File: config.mk
export PLATFORM = sky130hd
export DESIGN_NAME = mc_ctrl_fsm
export DESIGN_NICKNAME = d
export VERILOG_FILES = /design/src/rtl/mc_ctrl_fsm.sv
export SDC_FILE = /design/constraint.sdc
export NUM_CORES = 1
export LEC_CHECK = 0
export CORE_MARGIN = 4
export CORE_UTILIZATION = 30
export DETAILED_ROUTE_END_ITERATION = 10
export GPL_TIMING_DRIVEN = 0
export PLACE_DENSITY = 0.57
export SLEW_MARGIN = 0
export SYNTH_ARGS = -nofsm -noshare
export SYNTH_HDL_FRONTEND = slang
export SYNTH_SLANG_ARGS = --single-unit
File: constraint.sdc
create_clock -name clk -period 3 [get_ports clk]
set_input_delay 0.9 -clock clk [delete_from_list [all_inputs] [get_ports clk]]
set_output_delay 0.9 -clock clk [all_outputs]
set_load 0.01 [all_outputs]
File: src/rtl/mc_ctrl_fsm.sv
// Multi-cycle MIPS control FSM: sequences fetch/decode/execute/memory/wb
// and drives ALU opcode, datapath selects and write enables.
module mc_ctrl_fsm #(
  parameter bit ILLEGAL_TRAP = 1'b0
) (
  input  logic       clk,
  input  logic       rst_n,
  input  logic [5:0] op,
  input  logic [5:0] funct,
  input  logic       zf,
  output logic       pc_wr,
  output logic       ir_wr,
  output logic       iord,
  output logic       mem_wr,
  output logic       reg_wr,
  output logic [1:0] reg_dst,
  output logic [1:0] mem_to_reg,
  output logic       alu_src_a,
  output logic [1:0] alu_src_b,
  output logic       ext_op,
  output logic [3:0] alu_op,
  output logic [1:0] pc_src,
  output logic       instr_done,
  output logic       illegal,
  output logic       halted
);

  localparam logic [3:0] S_RST    = 4'd0;
  localparam logic [3:0] S_FETCH  = 4'd1;
  localparam logic [3:0] S_DCD    = 4'd2;
  localparam logic [3:0] S_EXE    = 4'd3;
  localparam logic [3:0] S_WB_ALU = 4'd4;
  localparam logic [3:0] S_MA     = 4'd5;
  localparam logic [3:0] S_MR     = 4'd6;
  localparam logic [3:0] S_WB_MEM = 4'd7;
  localparam logic [3:0] S_MW     = 4'd8;
  localparam logic [3:0] S_BR     = 4'd9;
  localparam logic [3:0] S_JMP    = 4'd10;
  localparam logic [3:0] S_HALT   = 4'd11;

  localparam logic [5:0] OP_R     = 6'b000000;
  localparam logic [5:0] OP_J     = 6'b000010;
  localparam logic [5:0] OP_JAL   = 6'b000011;
  localparam logic [5:0] OP_BEQ   = 6'b000100;
  localparam logic [5:0] OP_BNE   = 6'b000101;
  localparam logic [5:0] OP_ADDI  = 6'b001000;
  localparam logic [5:0] OP_ADDIU = 6'b001001;
  localparam logic [5:0] OP_ANDI  = 6'b001100;
  localparam logic [5:0] OP_ORI   = 6'b001101;
  localparam logic [5:0] OP_XORI  = 6'b001110;
  localparam logic [5:0] OP_LW    = 6'b100011;
  localparam logic [5:0] OP_SW    = 6'b101011;

  localparam logic [5:0] FN_JR    = 6'b001000;

  logic [3:0] state;
  logic [3:0] nxt;

  logic       is_r;
  logic       is_jr;
  logic       r_ok;
  logic       is_imm;
  logic       is_mem;
  logic       is_br;
  logic       is_jmp;
  logic       zext;
  logic [3:0] r_alu;
  logic [3:0] i_alu;

  always_comb begin
    r_ok  = 1'b1;
    r_alu = 4'd0;
    case (funct)
      6'b100000: r_alu = 4'd3;
      6'b100001: r_alu = 4'd0;
      6'b100010: r_alu = 4'd4;
      6'b100011: r_alu = 4'd1;
      6'b100100: r_alu = 4'd5;
      6'b100101: r_alu = 4'd6;
      6'b100110: r_alu = 4'd7;
      6'b100111: r_alu = 4'd8;
      6'b101010: r_alu = 4'd9;
      6'b101011: r_alu = 4'd10;
      default:   r_ok  = 1'b0;
    endcase
  end

  always_comb begin
    is_imm = 1'b1;
    i_alu  = 4'd0;
    case (op)
      OP_ADDI:  i_alu  = 4'd11;
      OP_ADDIU: i_alu  = 4'd12;
      OP_ANDI:  i_alu  = 4'd13;
      OP_ORI:   i_alu  = 4'd2;
      OP_XORI:  i_alu  = 4'd14;
      default:  is_imm = 1'b0;
    endcase
  end

  assign is_r   = (op == OP_R);
  assign is_jr  = is_r && (funct == FN_JR);
  assign is_mem = (op == OP_LW) || (op == OP_SW);
  assign is_br  = (op == OP_BEQ) || (op == OP_BNE);
  assign is_jmp = (op == OP_J) || (op == OP_JAL) || is_jr;
  assign zext   = (op == OP_ANDI) || (op == OP_ORI) ||
                  (op == OP_XORI);

  always_ff @(posedge clk or negedge rst_n) begin
    if (!rst_n) state <= S_RST;
    else        state <= nxt;
  end

  always_comb begin
    pc_wr      = 1'b0;
    ir_wr      = 1'b0;
    iord       = 1'b0;
    mem_wr     = 1'b0;
    reg_wr     = 1'b0;
    reg_dst    = 2'd0;
    mem_to_reg = 2'd0;
    alu_src_a  = 1'b0;
    alu_src_b  = 2'd0;
    ext_op     = 1'b0;
    alu_op     = 4'd0;
    pc_src     = 2'd0;
    instr_done = 1'b0;
    illegal    = 1'b0;
    halted     = 1'b0;
    nxt        = S_RST;
    case (state)
      S_RST: nxt = S_FETCH;
      S_FETCH: begin
        ir_wr     = 1'b1;
        pc_wr     = 1'b1;
        alu_src_b = 2'd1;
        nxt       = S_DCD;
      end
      S_DCD: begin
        alu_src_b = 2'd3;
        ext_op    = 1'b1;
        // op classes are mutually exclusive by construction
        unique case (1'b1)
          (is_r && r_ok) || is_imm: nxt = S_EXE;
          is_mem:                   nxt = S_MA;
          is_br:                    nxt = S_BR;
          is_jmp:                   nxt = S_JMP;
          default: begin
            illegal = 1'b1;
            nxt     = ILLEGAL_TRAP ? S_HALT : S_FETCH;
          end
        endcase
      end
      S_EXE: begin
        alu_src_a = 1'b1;
        if (is_r) begin
          alu_op = r_alu;
        end else begin
          alu_src_b = 2'd2;
          ext_op    = !zext;
          alu_op    = i_alu;
        end
        nxt = S_WB_ALU;
      end
      S_WB_ALU: begin
        reg_wr     = 1'b1;
        reg_dst    = is_r ? 2'd1 : 2'd0;
        instr_done = 1'b1;
        nxt        = S_FETCH;
      end
      S_MA: begin
        alu_src_a = 1'b1;
        alu_src_b = 2'd2;
        ext_op    = 1'b1;
        nxt       = (op == OP_LW) ? S_MR : S_MW;
      end
      S_MR: begin
        iord = 1'b1;
        nxt  = S_WB_MEM;
      end
      S_WB_MEM: begin
        reg_wr     = 1'b1;
        mem_to_reg = 2'd1;
        instr_done = 1'b1;
        nxt        = S_FETCH;
      end
      S_MW: begin
        iord       = 1'b1;
        mem_wr     = 1'b1;
        instr_done = 1'b1;
        nxt        = S_FETCH;
      end
      S_BR: begin
        alu_src_a  = 1'b1;
        alu_op     = 4'd1;
        pc_src     = 2'd1;
        pc_wr      = (op == OP_BEQ) ? zf : !zf;
        instr_done = 1'b1;
        nxt        = S_FETCH;
      end
      S_JMP: begin
        pc_wr      = 1'b1;
        instr_done = 1'b1;
        pc_src     = is_r ? 2'd3 : 2'd2;
        // PC already holds PC+4 here, so it is the link value
        if (op == OP_JAL) begin
          reg_wr     = 1'b1;
          reg_dst    = 2'd2;
          mem_to_reg = 2'd2;
        end
        nxt = S_FETCH;
      end
      S_HALT: begin
        halted = 1'b1;
        nxt    = S_HALT;
      end
      default: nxt = S_RST;
    endcase
  end

endmodule

==> results of run 1 <==
report_power, final:
group	switching, W	leakage (nW)	internal, W
combinational	0.000358	0.591	0.000297
sequential	0.0000446	0.0508	0.0000786
clock	0.0000228	0.0138	0.0000448
total	0.000426	0.656	0.000420
cell type report:
class                   count  area share
multi-input cells         109      0.5349
repair buffers             55      0.2945
flip-flops and latches      4     0.06563
plain buffers              11     0.05004
well taps                  31     0.02543
clock buffers               3     0.01477
inverters                   6     0.01477
what timing repair did:
action / in CTS / in global routing
hold buffers: 0 / 0
pin swaps: 14 / 10
resized for setup: 97 / 31
endpoints found under the setup margin: 13 / 17
buffers inserted: 15 / 5
hold endpoints to repair: 0 / 0
through the flow:
| stage | instance area, sq um | hold slack (ns) | TNS [ns] | cells | setup slack, ns |
|---|---|---|---|---|---|
| detailed placement | 1287 | 0.7273 | -11.16 | 198 | -1.036 |
| global placement | 1287 | 0.7501 | -11.05 | 198 | -1.021 |
| global route | 1525 | 0.8107 | -0.4335 | 219 | -0.2098 |
| floorplan | 898.4 | 0.6044 | 0 | 132 | 0.03986 |
| finish | 1525 | 0.7635 | -0.1471 | 219 | -0.1094 |
| CTS | 1456 | 0.7273 | -0.1808 | 216 | -0.1684 |
final timing paths:
kind                            end  slack, ns  depth (start not counted)
setup / recovery              pc_wr      -0.11                          6
hold reg to reg            state[0]       0.76                          2
setup reg to reg           state[2]       1.47                          3
min in group asynchronous  state[3]       0.87                          1
max in group asynchronous  state[2]       1.95                          1
hold / removal             state[0]       0.76                          2
cells in the final DEF, fill, tap and decap left out, types with 5 or more instances in the layout:
master            n
clkbuf_2          7
buf_4            23
nand2_1           7
nor2_1           13
a21oi_1           9
xor2_1            5
inv_1             5
clkdlybuf4s50_1  11
buf_6             5
nand2b_1          5
o21ai_0           6
nor3_1            7
buf_2             9
Yosys cell counts (all sizes together) (2+ instances only):
| cell | count | area share |
|---|---|---|
| a211oi | 3 | 0.025 |
| a21o | 2 | 0.017 |
| a21oi | 10 | 0.056 |
| a311oi | 2 | 0.020 |
| a31oi | 2 | 0.014 |
| and2 | 2 | 0.014 |
| buf | 7 | 0.042 |
| clkbuf | 6 | 0.025 |
| dfrtp | 4 | 0.11 |
| inv | 6 | 0.025 |
| mux2 | 2 | 0.025 |
| nand2 | 7 | 0.029 |
| nand2b | 7 | 0.049 |
| nand4 | 3 | 0.021 |
| nor2 | 15 | 0.063 |
| nor2b | 6 | 0.042 |
| nor3 | 9 | 0.056 |
| nor4 | 4 | 0.052 |
| o21ai | 7 | 0.039 |
| o22ai | 2 | 0.014 |
| o311ai | 2 | 0.028 |
| or3 | 2 | 0.014 |
| xor2 | 5 | 0.049 |
metal layers:
metal	global-route usage	part of all wire	up-vias
li1	-	-	608
met5	0	0	-
met2	0.2623	0.46	35
met1	0.2335	0.46	566
met3	0.05396	0.071	2
met4	0.03030	0.0064	0
cell families after synthesis:
kind of cell | count (synthesis)
compound gates | 40
xor+xnor | 5
buf+inv | 19
flops | 4
mux | 3
simple gates | 61
tightest hold or removal path: cells and delay by family (launching register included):
| kind | cells | cell delay, ns |
|---|---|---|
| AOI/OAI and AO/OA | 1 | 0.10 |
| and+or+nand+nor | 1 | 0.17 |
| DFF | 1 | 0.44 |
==> summary.txt, run 1 <==
Clock network
  – CTS root buf: clkbuf_4
  – H-tree depth: 1
  – Max clock buf depth: 2
  – CTS Sinks: 4
  – Worst-path clk slew: 0.04 ns
  – Total CTS buffers: 3
  – CTS tree: built
  – Worst skew pair latency: around 0.24 ns

Layout
  – Regs by FF count: state x4
  – Final Core Density: 0.5437
  – Filler Cell Count: about 280
  – Nets@finish: 205
  – Max reg flops: 4
  – Ant. Diodes: 0
  – Biggest register: state
  – Reg area: 100.1 sq um
  – Area Overhead vs Synth: 69.78%
  – Ratio of cells with drive above 1 in the final layout: 0.4149
  – Multi-input logic area: 815.8 sq um

Setup path
  – Crit path kind: in -> out
  – Critical path origin: op[3]
  – Worst path arrival time: about 2.2 ns
  – Setup crit end kind: output pin
  – Worst path max stage delay: ~0.55 ns
  – CP cell instances: buf_8 > or4b_4 > nor3_4 > xor2_1 > a311oi_1 > buf_2
  – Critical Path Source Type: primary input
  – Slowest-stage cell, CP: or4b_4
  – CP max FO: 2
  – Worst Path Required: around 2.1 ns
  – Worst R2R Start: state[1]
  – Cell family with most CP delay: simple AND/OR/NAND/NOR gates
  – WP buf/inv: 2

Timing
  – Final setup fails: 3
  – Achievable Freq: around 0.32 GHz
  – Worst Tran Pin Value: between 0.4 and 0.5 ns
  – Skew final: 0.007324 ns
  – Slew margin rel.: 0.6801
  – Worst setup margin: -0.1094 ns
  – Final Hold Fails: 0
  – Min Tclk post-route: 3.109 ns
  – Max Slew Vio Count: 0
  – Part of the cycle the worst path needs: 1.036
  – RSZ-0062 raised after global routing: true

Route
  – DRC viols: 0
  – Routed wire per std cell: between 15 and 20 um
  – DR vias: 1211
  – Routed Wire Length: 3.307 mm
  – Total iterations of the first detailed-routing run: 4
  – Antenna viol nets, final: 0
  – DR iter-0 viols: 44
  – Via-to-Cell Ratio: around 5.5

Synthesis
  – Synth Area in Adders: 0
  – Synth Area in Compound Gates: 0.3189
  – Synth Area in XOR/XNOR: 0.04875
  – Warnings from Yosys: 0
  – Synthesized net count: about 150
  – Mapped Avg Cell Area: 6.806 sq um
  – Multiplexer area fraction after synthesis: 0.03621
  – Synthesized flop and latch total: 4
  – Async SR Flop Fraction: 1.000
  – Netlist cell types: 48
  – Main combinational cell family by area after synthesis: simple AND/OR/NAND/NOR gates
  – Syn Inst Count: 132
  – Synth Area in Simple Gates: 0.3928
  – Synthesized cell area: about 900 sq um
  – Post-synth EDFFs: 0
  – Main synth FF type: dfrtp_1
  – Sequential-to-total area share from yosys stat: 0.1114

Global route
  – Largest net degree at the start of global routing: 11
  – Global Route Usage Sum: 0.1702
  – Total grt overflow: 0
  – Initial antenna violation count: 0
  – First-pass GRT wire length: 5.644 mm
  – Number of global-route vias before repair: 1177

Place
  – Dpl hpwl: 2.387 mm
  – Gp weighted congestion: 0.8578
  – Buffers on Ports: 35

Min path
  – Worst hold path class: reg -> reg
  – Hold path startpoint: state[2]

Floorplanning
  – Die ar.: 0.003934 sq mm
  – Die Span X: 62.72 um
  – Placeable Area: 0.002805 sq mm
  – Initial Util: 0.3202
  – Die Height: 62.72 um
  – Ports: 37
  – Row count: 19

Power
  – Pleak: 0.6555 nW
  – Pwr Total: 0.0008458 W
  – Maximum VDD drop: 0.0002542 V
  – Power Density: 554.5 mW/mm^2

Status
  – Violated checks: negative setup slack
  – Status: finished, violations left

Flow run
  – Max Cap Viol: 0
Note: power is estimated with default switching activity, not from simulation.
==> run 2, diff against run 1 <==
--- a/config.mk
+++ b/config.mk
@@ -6,10 +6,11 @@
 export NUM_CORES = 1
 export LEC_CHECK = 0
 export CORE_MARGIN = 4
-export CORE_UTILIZATION = 30
+export CORE_UTILIZATION = 43
 export DETAILED_ROUTE_END_ITERATION = 10
 export GPL_TIMING_DRIVEN = 0
-export PLACE_DENSITY = 0.57
+export MAX_ROUTING_LAYER = met4
+export PLACE_DENSITY = 0.78
 export SLEW_MARGIN = 0
 export SYNTH_ARGS = -nofsm -noshare
 export SYNTH_HDL_FRONTEND = slang
==> run 2 against run 1 <==
  * The flow still finishes with violations (negative setup slack)
  * Flip-flop and latch count stayed put
  * Clock skew fell by 0.0044 ns
  * Non-clock buffer count decreased by 6
  * Routed wire length down 1.6%
  * Die area decreased by 27%
  * Maximum frequency rose by 0.40%
  * First-iteration DRC count increased by 4.5%
  * Critical path depth unchanged
  * Design area decreased by 4.1%
  * Via count up 3.6%
==> summary.txt, run 2 (synthesis gave the netlist of run 1 again) <==
Global route
  – Total grt overflow: 0 (unchanged)
  – Initial antenna violation count: 0 (unchanged)
  – First-pass GRT wire length: 5.250 mm (-7.0%)
  – Number of global-route vias before repair: 1171 (-0.51%)
  – Largest net degree at the start of global routing: 11 (unchanged)
  – Global Route Usage Sum: 0.2490 (+0.07874)

Floorplanning
  – Placeable Area: 0.001982 sq mm (-29%)
  – Ports: 37 (unchanged)
  – Die Span X: 53.71 um (-14%)
  – Initial Util: 0.4533 (+0.1330)
  – Row count: 16 (-3)
  – Die ar.: 0.002884 sq mm (-27%)
  – Die Height: 53.71 um (-14%)

Route
  – Total iterations of the first detailed-routing run: 4 (unchanged)
  – Routed wire per std cell: 15.57 um (+3.1%)
  – DR vias: 1255 (+3.6%)
  – Antenna viol nets, final: 0 (unchanged)
  – DR iter-0 viols: 46 (+4.5%)
  – Via-to-Cell Ratio: 6.005 (+8.6%)
  – Routed Wire Length: 3.254 mm (-1.6%)
  – DRC viols: 0 (unchanged)

Setup path
  – Worst path arrival time: 2.20 ns (about the same)
  – Worst R2R Start: state[1]
  – Reg2Reg Depth: 3 (unchanged)
  – CP cell instances: buf_12 > or4b_4 > nor3_2 > xor2_1 > a311oi_1 > buf_2
  – Setup crit end kind: output pin
  – Critical Path Source Type: primary input
  – Worst R2R End: state[2]
  – Worst Path Required: 2.10 ns (about the same)
  – Slowest-stage cell, CP: or4b_4
  – Crit path kind: in -> out
  – Worst path max stage delay: 0.54 ns (about the same)
  – WP buf/inv: 2 (unchanged)
  – CP max FO: 5 (+3)
  – Cell family with most CP delay: simple AND/OR/NAND/NOR gates
  – Worst reg2reg setup slack: 1.50 ns (+0.03 ns)

Clock network
  – CTS tree: built
  – Total CTS buffers: 3 (unchanged)
  – Worst skew pair latency: 0.23 ns (about the same)
  – Max clock buf depth: 2 (unchanged)
  – Worst-path clk slew: 0.04 ns (about the same)
  – H-tree depth: 1 (unchanged)
  – CTS root buf: clkbuf_4
  – CTS Sinks: 4 (unchanged)

Timing
  – Worst Tran Pin Value: 0.5054 ns (+0.02546 ns)
  – Achievable Freq: 0.3229 GHz (+0.40%)
  – Final setup fails: 3 (unchanged)
  – Part of the cycle the worst path needs: 1.032 (-0.004085)
  – Max Slew Vio Count: 0 (unchanged)
  – Worst setup margin: -0.09718 ns (+0.01226 ns)
  – Slew margin rel.: 0.6605 (-0.01957)
  – Min Tclk post-route: 3.097 ns (-0.01226 ns)
  – RSZ-0062 raised after global routing: true
  – Final Hold Fails: 0 (unchanged)
  – Skew final: 0.002945 ns (-0.004379 ns)

Layout
  – Ant. Diodes: 0 (unchanged)
  – Area Overhead vs Synth: 62.81%
  – Biggest register: state
  – Filler Cell Count: 152 (-45%)
  – Design area: 0.001463 sq mm (-4.1%)
  – Regs by FF count: state x4
  – Ratio of cells with drive above 1 in the final layout: 0.3626 (-0.05226)
  – Final Core Density: 0.7380 (+0.1943)
  – Most frequent cells in the layout: nor2_1, buf_4, buf_2, clkdlybuf4s50_1
  – Nets@finish: 199 (-2.9%)
  – Max reg flops: 4 (unchanged)

Power
  – Pleak: 0.6200 nW (-5.4%)
  – Power Density: 573.9 mW/mm^2 (+3.5%)
  – Maximum VDD drop: 0.0003667 V (+44%)

Min path
  – Worst hold path class: reg -> reg
  – Hold Path End: state[0]
  – Worst hold path depth: 2 (unchanged)
  – Hold path startpoint: state[1]

Place
  – Dpl ws: -1.020 ns (+0.01633 ns)
  – DP Area: 0.001282 sq mm (-0.39%)
  – Dpl hpwl: 2.140 mm (-10%)
  – Buffers on Ports: 35 (unchanged)
  – Gp weighted congestion: 0.8879 (+3.5%)

Flow run
  – Max Cap Viol: 0 (unchanged)

Status
  – Violated checks: negative setup slack
  – Status: finished, violations left
## run 2: changes by cell type in the layout (fill, tap and decap cells not counted), sizes merged
cell  delta
buf      -6
## run 2: where the power goes
part           switching (W)  internal, W  leakage, nW
sequential         0.0000446    0.0000787       0.0508
clock              0.0000207    0.0000446       0.0138
combinational       0.000361     0.000290        0.555
total               0.000427     0.000413        0.620
## run 2: worst reg2reg max path, cell delays in order (launching register included)
cell	delay (ns)
dfrtp_1	0.42
nand2b_1	0.23
or4_1	0.49
a311oi_1	0.27
## run 2: area by class of cell
| cell class | count | area [sq um] | share of cell area |
|---|---|---|---|
| multi-input cells | 109 | 810.8 | 0.5543 |
| repair buffers | 48 | 396.6 | 0.2712 |
| clock buffers | 3 | 22.52 | 0.01540 |
| inverters | 6 | 22.52 | 0.01540 |
| plain buffers | 12 | 76.32 | 0.05218 |
| well taps | 27 | 33.78 | 0.02310 |
| flip-flops and latches | 4 | 100.1 | 0.06843 |
## run 2: worst max path at each step
stage                      from     to  slack (ns)  depth (start not counted)
after floorplan           op[5]  pc_wr        0.04                          4
after detailed placement  op[5]  pc_wr       -1.02                          6
after global placement    op[5]  pc_wr       -0.99                          6
after global routing      op[5]  pc_wr       -0.16                          6
final                     op[5]  pc_wr        -0.1                          6
after CTS                 op[4]  pc_wr       -0.14                          6
## run 2: repair_timing
item | CTS | global route
endpoints found under the hold margin | 0 | 0
hold buffers | 0 | 0
gates resized for setup | 95 | 27
setup endpoints to repair | 13 | 19
buffers inserted | 12 | 1
pin swaps | 12 | 11
## run 2: routing by layer
| layer | global-route usage | part of all wire |
|---|---|---|
| met1 | 0.3245 | 0.43 |
| met2 | 0.3810 | 0.47 |
| met3 | 0.03047 | 0.081 |
| met4 | 0.1106 | 0.018 |
| met5 | - | 0 |
## run 2: per-stage QoR
step	std cells	hold WS (ns)	power [W]	TNS (ns)
finish	209	0.7751	0.0008395	-0.1187
global route	209	0.8155	0.0009077	-0.5223
CTS	209	0.7552	0.0008177	-0.1454
detailed placement	194	0.7252	0.0007610	-11.07
global placement	194	0.7368	0.0007555	-10.77
floorplan	132	0.6044	0.0004853	0
